**src/rtl/rf_write_arbiter_if.sv**
```systemverilog
// Bus bundle for rf_write_arbiter: WB and aux write requests, decode hazard query
// and the register-file write port. Arbiter side uses the slave modport.
interface rf_write_arbiter_if;
    logic        wb_we;
    logic [4:0]  wb_rd;
    logic [31:0] wb_wd;
    // aux handshake: a write transfers on any clock edge where aux_valid && aux_ready;
    // the source holds aux_rd/aux_wd stable while aux_valid is high and not yet accepted.
    logic        aux_valid;
    logic        aux_ready;
    logic [4:0]  aux_rd;
    logic [31:0] aux_wd;
    logic [4:0]  rs1;
    logic [4:0]  rs2;
    logic        busy_rs1;
    logic        busy_rs2;
    logic        wb_stall;
    logic        rf_we;
    logic [4:0]  rf_a3;
    logic [31:0] rf_wd;

    modport master (
        output wb_we, wb_rd, wb_wd, aux_valid, aux_rd, aux_wd, rs1, rs2,
        input  aux_ready, busy_rs1, busy_rs2, wb_stall, rf_we, rf_a3, rf_wd
    );

    modport slave (
        input  wb_we, wb_rd, wb_wd, aux_valid, aux_rd, aux_wd, rs1, rs2,
        output aux_ready, busy_rs1, busy_rs2, wb_stall, rf_we, rf_a3, rf_wd
    );
endinterface

```
**src/rtl/rf_write_arbiter.sv**
```systemverilog
// Register-file write-port arbiter: WB has priority, aux writes queue in a small FIFO.
// Define RF_ARB_STATS_EN to add the saturating conflict_cnt output.
module rf_write_arbiter #(
    parameter int DEPTH        = 2,
    parameter int STARVE_LIMIT = 4
) (
    input  logic              clk,
    input  logic              rst_n,
`ifdef RF_ARB_STATS_EN
    output logic [15:0]       conflict_cnt,
`endif
    rf_write_arbiter_if.slave bus
);
    localparam int PW = $clog2(DEPTH);
    localparam int CW = PW + 1;
    localparam int SW = $clog2(STARVE_LIMIT + 1);

    logic          live_q [DEPTH];
    logic [4:0]    rd_q   [DEPTH];
    logic [31:0]   wd_q   [DEPTH];
    logic [PW-1:0] rd_ptr;
    logic [PW-1:0] wr_ptr;
    logic [CW-1:0] count;
    logic [SW-1:0] starve_cnt;
    logic [SW-1:0] starve_nxt;
    logic          stall_q;
    logic [4:0]    last_a3;
    logic [31:0]   last_wd;

    logic empty;
    logic full;
    logic wb_grant;
    logic pop;
    logic push;
    logic conflict;
    logic busy1;
    logic busy2;

    assign empty         = (count == '0);
    assign full          = (count == CW'(DEPTH));
    assign bus.aux_ready = rst_n && !full;
    assign bus.wb_stall  = stall_q;

    always_comb begin
        wb_grant   = rst_n && !stall_q && bus.wb_we && (bus.wb_rd != 5'd0);
        pop        = !empty && (stall_q || !wb_grant);
        push       = bus.aux_valid && bus.aux_ready && (bus.aux_rd != 5'd0);
        conflict   = !empty && wb_grant;
        starve_nxt = conflict ? starve_cnt + 1'b1 : '0;

        // Killed entries have live cleared, so only live entries create hazards.
        busy1 = 1'b0;
        busy2 = 1'b0;
        for (int i = 0; i < DEPTH; i++) begin
            if (live_q[i] && (rd_q[i] == bus.rs1)) busy1 = 1'b1;
            if (live_q[i] && (rd_q[i] == bus.rs2)) busy2 = 1'b1;
        end
        bus.busy_rs1 = busy1 && (bus.rs1 != 5'd0);
        bus.busy_rs2 = busy2 && (bus.rs2 != 5'd0);

        if (wb_grant) begin
            bus.rf_we = 1'b1;
            bus.rf_a3 = bus.wb_rd;
            bus.rf_wd = bus.wb_wd;
        end else if (pop) begin
            bus.rf_we = live_q[rd_ptr];
            bus.rf_a3 = rd_q[rd_ptr];
            bus.rf_wd = wd_q[rd_ptr];
        end else begin
            bus.rf_we = 1'b0;
            bus.rf_a3 = last_a3;
            bus.rf_wd = last_wd;
        end
    end

    always_ff @(posedge clk or negedge rst_n) begin
        if (!rst_n) begin
            for (int i = 0; i < DEPTH; i++) begin
                live_q[i] <= 1'b0;
                rd_q[i]   <= '0;
                wd_q[i]   <= '0;
            end
            rd_ptr     <= '0;
            wr_ptr     <= '0;
            count      <= '0;
            starve_cnt <= '0;
            stall_q    <= 1'b0;
            last_a3    <= '0;
            last_wd    <= '0;
        end else begin
            if (wb_grant) begin
                for (int i = 0; i < DEPTH; i++) begin
                    if (rd_q[i] == bus.wb_rd) live_q[i] <= 1'b0;
                end
            end
            if (pop) begin
                live_q[rd_ptr] <= 1'b0;
                rd_ptr         <= rd_ptr + 1'b1;
            end
            // Written after the kill loop so a same-cycle enqueue stays live.
            if (push) begin
                live_q[wr_ptr] <= 1'b1;
                rd_q[wr_ptr]   <= bus.aux_rd;
                wd_q[wr_ptr]   <= bus.aux_wd;
                wr_ptr         <= wr_ptr + 1'b1;
            end
            case ({push, pop})
                2'b10:   count <= count + 1'b1;
                2'b01:   count <= count - 1'b1;
                default: count <= count;
            endcase
            if (wb_grant || pop) begin
                last_a3 <= bus.rf_a3;
                last_wd <= bus.rf_wd;
            end
            if (starve_nxt == SW'(STARVE_LIMIT)) begin
                stall_q    <= 1'b1;
                starve_cnt <= '0;
            end else begin
                stall_q    <= 1'b0;
                starve_cnt <= starve_nxt;
            end
        end
    end

`ifdef RF_ARB_STATS_EN
    always_ff @(posedge clk or negedge rst_n) begin
        if (!rst_n) begin
            conflict_cnt <= '0;
        end else if (conflict && (conflict_cnt != 16'hFFFF)) begin
            conflict_cnt <= conflict_cnt + 16'd1;
        end
    end
`endif
endmodule
```
**src/flat_wrapper.sv**
```systemverilog
// flat-port wrapper written by rule: the top's interface ports become plain ports
module rf_write_arbiter_flat 
#(
    parameter int DEPTH        = 2,
    parameter int STARVE_LIMIT = 4
)
  (clk, rst_n, bus_wb_we, bus_wb_rd, bus_wb_wd, bus_aux_valid, bus_aux_rd, bus_aux_wd, bus_rs1, bus_rs2, bus_aux_ready, bus_busy_rs1, bus_busy_rs2, bus_wb_stall, bus_rf_we, bus_rf_a3, bus_rf_wd);
  rf_write_arbiter_if bus_i ();
  input  logic clk;
  input  logic rst_n;
  input wire logic [$bits(bus_i.wb_we)-1:0] bus_wb_we;
  input wire logic [$bits(bus_i.wb_rd)-1:0] bus_wb_rd;
  input wire logic [$bits(bus_i.wb_wd)-1:0] bus_wb_wd;
  input wire logic [$bits(bus_i.aux_valid)-1:0] bus_aux_valid;
  input wire logic [$bits(bus_i.aux_rd)-1:0] bus_aux_rd;
  input wire logic [$bits(bus_i.aux_wd)-1:0] bus_aux_wd;
  input wire logic [$bits(bus_i.rs1)-1:0] bus_rs1;
  input wire logic [$bits(bus_i.rs2)-1:0] bus_rs2;
  output wire logic [$bits(bus_i.aux_ready)-1:0] bus_aux_ready;
  output wire logic [$bits(bus_i.busy_rs1)-1:0] bus_busy_rs1;
  output wire logic [$bits(bus_i.busy_rs2)-1:0] bus_busy_rs2;
  output wire logic [$bits(bus_i.wb_stall)-1:0] bus_wb_stall;
  output wire logic [$bits(bus_i.rf_we)-1:0] bus_rf_we;
  output wire logic [$bits(bus_i.rf_a3)-1:0] bus_rf_a3;
  output wire logic [$bits(bus_i.rf_wd)-1:0] bus_rf_wd;
  assign bus_i.wb_we = bus_wb_we;
  assign bus_i.wb_rd = bus_wb_rd;
  assign bus_i.wb_wd = bus_wb_wd;
  assign bus_i.aux_valid = bus_aux_valid;
  assign bus_i.aux_rd = bus_aux_rd;
  assign bus_i.aux_wd = bus_aux_wd;
  assign bus_i.rs1 = bus_rs1;
  assign bus_i.rs2 = bus_rs2;
  assign bus_aux_ready = bus_i.aux_ready;
  assign bus_busy_rs1 = bus_i.busy_rs1;
  assign bus_busy_rs2 = bus_i.busy_rs2;
  assign bus_wb_stall = bus_i.wb_stall;
  assign bus_rf_we = bus_i.rf_we;
  assign bus_rf_a3 = bus_i.rf_a3;
  assign bus_rf_wd = bus_i.rf_wd;
  rf_write_arbiter #(.DEPTH(DEPTH), .STARVE_LIMIT(STARVE_LIMIT)) u_core (.clk(clk), .rst_n(rst_n), .bus(bus_i));
endmodule
```
**config.mk**
```make
export PLATFORM = sky130hd
export DESIGN_NAME = rf_write_arbiter_flat
export DESIGN_NICKNAME = d
export VERILOG_FILES = /design/src/rtl/rf_write_arbiter_if.sv /design/src/rtl/rf_write_arbiter.sv /design/src/flat_wrapper.sv
export SDC_FILE = /design/constraint.sdc
export NUM_CORES = 1
export LEC_CHECK = 0
export ABC_CLOCK_PERIOD_IN_PS = 2300
export BUFFER_PORTS_ARGS = -buffer_cell sky130_fd_sc_hd__buf_4
export CAP_MARGIN = 0
export CELL_PAD_IN_SITES_DETAIL_PLACEMENT = 1
export CELL_PAD_IN_SITES_GLOBAL_PLACEMENT = 1
export CORE_MARGIN = 2
export CORE_UTILIZATION = 44
export CTS_CLUSTER_SIZE = 12
export DETAILED_ROUTE_END_ITERATION = 10
export PLACE_DENSITY = 0.8
export SLEW_MARGIN = 5
export SYNTH_ARGS = -nofsm -noshare
export SYNTH_HDL_FRONTEND = slang
export SYNTH_SLANG_ARGS = --single-unit
```
**constraint.sdc**
```tcl
create_clock -name clk -period 2.3 [get_ports clk]
set_clock_uncertainty 0.2 [all_clocks]
set_input_delay 0 -clock clk [delete_from_list [all_inputs] [get_ports clk]]
set_output_delay 0 -clock clk [all_outputs]
set_load 0.005 [all_outputs]
```
==> results_dict.tcl <==
set metrics [dict create \
    outcome "finished, violations left" \
    violations "negative setup slack" \
    maxSlewViolCount 0 \
    yosys_warnings 0 \
    drive_gt1_frac 0.382 \
    async_flop_share 1.00 \
    tritoncts "yes" \
    start_util 0.445 \
    core_area_mm2 0.0137 \
    viasPerCell 6.05 \
    die-area_mm2 0.0148 \
    synth_seq_cells 121 \
    placed_cell_area_mm2 0.00728 \
    dp_slack_ns 0.112 \
    p_int_mw 8.04 \
    regToRegSetupSlack_ns -0.03 \
    rsz0062_at_grt "true" \
    top_usage_layer "met2" \
    final_common_cell "buf_4" \
    cts.htree.levels 4 \
    finalCritPeriodShare 1.03 \
    syn2layout_area_growth_pct 46.1 \
    power.leakage_nw 4.17 \
    power_mw 12.5 \
    path_clk_slew_ns 0.06 \
    ys_seq_area_frac 0.497 \
    fin_crit_ns 2.37 \
    synth_edf_count 0 \
    synth_ff_type "dfrtp_1" \
    final_area_mm2 0.00891 \
    clockRootBuffer "clkbuf_16" \
    gp_congestion 0.845 \
    finalWirelength_um 23400 \
    gr-usage-met2 0.563 \
    switching_power_mw 4.50 \
    synth_area_per_cell_um2 12.2 \
    holdCritStartpoint "bus_wb_rd[3]" \
    grt_use_met3 0.0698 \
    die_h_um 122 \
    grt_first_pass_wirelength_um 35300 \
    hpwl_um 11200 \
    nets 797 \
    cap_violations 0 \
    drtIter0Drc 497 \
    slew_headroom 0.555 \
    path_class "reg2out" \
    power.density_mw_per_mm2 1410 \
    drtPass1Iterations 5 \
    io_pins 130 \
    yosysUniqueCellTypes 36 \
    post-route-util 0.649 \
    grt_use_met1 0.378 \
    worstSkewPairLatency_ns 0.43 \
    crit_fanout 23 \
    start_kind "flop" \
    clkPwrFrac 0.229 \
    hp-class "in2reg" \
    holdPathStages 5 \
    postRouteAntennaNets 0 \
    worst_slew_pin_slew_ns 0.667 \
    min_to "u_core.rd_ptr" \
    combPwrFrac 0.431 \
    clkSinkCount 121 \
    multi_input_area_mm2 0.00276 \
    numPortBuffers 129 \
    cp.arrival_ns 2.17 \
    reg2reg_from "u_core.count[0]" \
    first_global_vias 6105 \
    fillCellCount 1324 \
    fmax_ghz 0.422 \
    dr_total_vias 5446 \
    crit_path_end_kind "output pin" \
    regToRegEndpoint "u_core.wd_q[0]" \
    clockBufferDepth 2 \
    layout_common_cells "buf_4 (136), dfrtp_1 (119), dlygate4sd3_1 (78), a221o_1 (75), mux2_2 (74)" \
    final-setup-viol-count 40 \
    synthesis.nets 589 \
    seqCellArea_mm2 0.00303 \
    ff2ff_path_depth 6 \
    critPathRequiredTime_ns 2.10 \
    fp-row-count 43 \
    ir_drop_uv 623 \
    drc 0 \
    routedWlPerCell_um 26.0 \
    die_w_um 122 \
    numCtsBuffers 17 \
    syn_inst 499 \
    power_frac_seq 0.339 \
    antenna_found_initial 1 \
    hold_violations 0 \
    grt_max_degree 70 \
    grt-ovfl-total 0 \
    worst_slack_ns -0.0698 \
    switching_share 0.359 \
    mappedNetlistArea_mm2 0.00610 \
    track_usage 0.325 \
]
layer usage:
| layer | share of wire | up-vias | routed length [µm] |
|---|---|---|---|
| li1 | - | 2271 | - |
| met1 | 0.39 | 2850 | 9000 |
| met2 | 0.52 | 247 | 12100 |
| met3 | 0.053 | 78 | 1230 |
| met4 | 0.042 | 0 | 984 |
| met5 | 0 | - | 0 |
power groups by stage:
stage	combinational [mW]	clock, mW	sequential [mW]
floorplan	3.10	0	3.64
global placement	4.31	0	3.98
detailed placement	4.47	0	4.09
CTS	5.10	2.85	4.11
global route	5.72	2.98	4.33
finish	5.41	2.88	4.26
registers in the layout, summed over array words and instances (netlist names):
register / count
u_core.rd_ptr: 1
u_core.live_q: 2
u_core.rd_q: 10
u_core.last_wd: 32
u_core.wd_q: 64
u_core.count: 2
u_core.wr_ptr: 1
u_core.bus.wb_stall: 1
u_core.last_a3: 5
u_core.starve_cnt: 3
through the flow:
step | hold slack (ns) | instances | setup TNS (ns)
6_report | 0.0791 | 900 | -1.67
3_3_place_gp | -0.348 | 781 | 0
4_1_cts | 0.0612 | 897 | -0.156
3_5_place_dp | -0.347 | 781 | 0
5_1_grt | 0.107 | 900 | -3.68
2_1_floorplan | -0.496 | 499 | 0
synth_stat cells (all sizes together) (2+ instances only):
| cell type | instances | area share |
|---|---|---|
| a32o | 5 | 0.0082 |
| buf | 34 | 0.035 |
| or4 | 4 | 0.0055 |
| nor4 | 4 | 0.0041 |
| mux2 | 74 | 0.14 |
| nor2 | 6 | 0.0037 |
| o41ai | 3 | 0.0043 |
| nand2 | 33 | 0.020 |
| nand3 | 7 | 0.0057 |
| nor3 | 3 | 0.0033 |
| a221o | 75 | 0.12 |
| xnor2 | 13 | 0.019 |
| mux2i | 32 | 0.053 |
| ha | 2 | 0.0041 |
| dfrtp | 121 | 0.50 |
| clkbuf | 11 | 0.0068 |
| inv | 34 | 0.021 |
| a21oi | 3 | 0.0025 |
| xor2 | 23 | 0.033 |
cell families after synthesis:
group,Yosys count,synth area share
buffers and inverters,79,0.0624
flip-flops,121,0.497
AO/OA/AOI/OAI,91,0.144
multiplexers,106,0.189
adder cells (fa/ha/maj),2,0.00410
AND/OR/NAND/NOR,64,0.0519
XOR/XNOR,36,0.0517
cell type report:
type	count	share of cell area
Tap cell	180	0.0253
Clock inverter	8	0.0160
Sequential cell	121	0.340
Antenna cell	1	0.000281
Multi-Input combinational cell	299	0.310
Timing Repair Buffer	234	0.241
Clock buffer	23	0.0537
Inverter	34	0.0143
worst max path at each step:
stage / startpoint / endpoint / slack (ns) / cells past startpoint
after floorplan: u_core.count[0] / u_core.rd_q[5] / 0.18 / 6
after global placement: u_core.count[0] / u_core.wd_q[60] / 0.16 / 5
after detailed placement: u_core.count[0] / u_core.wd_q[61] / 0.11 / 5
after CTS: u_core.bus.wb_stall / bus_rf_a3[4] / -0.02 / 6
after global routing: u_core.bus.wb_stall / bus_rf_wd[11] / -0.12 / 6
final: u_core.count[1] / bus_rf_wd[11] / -0.07 / 5
repair_timing:
action,in CTS,in global routing
buffers inserted,4,2
pin swaps,17,4
hold buffers,78,0
resized for setup,10,15
setup endpoints to repair,38,184
cloned,3,0
hold endpoints to repair,238,0
worst max-delay path, stage by stage, from the launching register on:
cell     delay, ns
dfrtp_1       0.45
or2_2         0.36
and3_4        0.23
buf_12        0.17
a221o_1       0.36
buf_4         0.15
(Power assumes the default switching activity.)
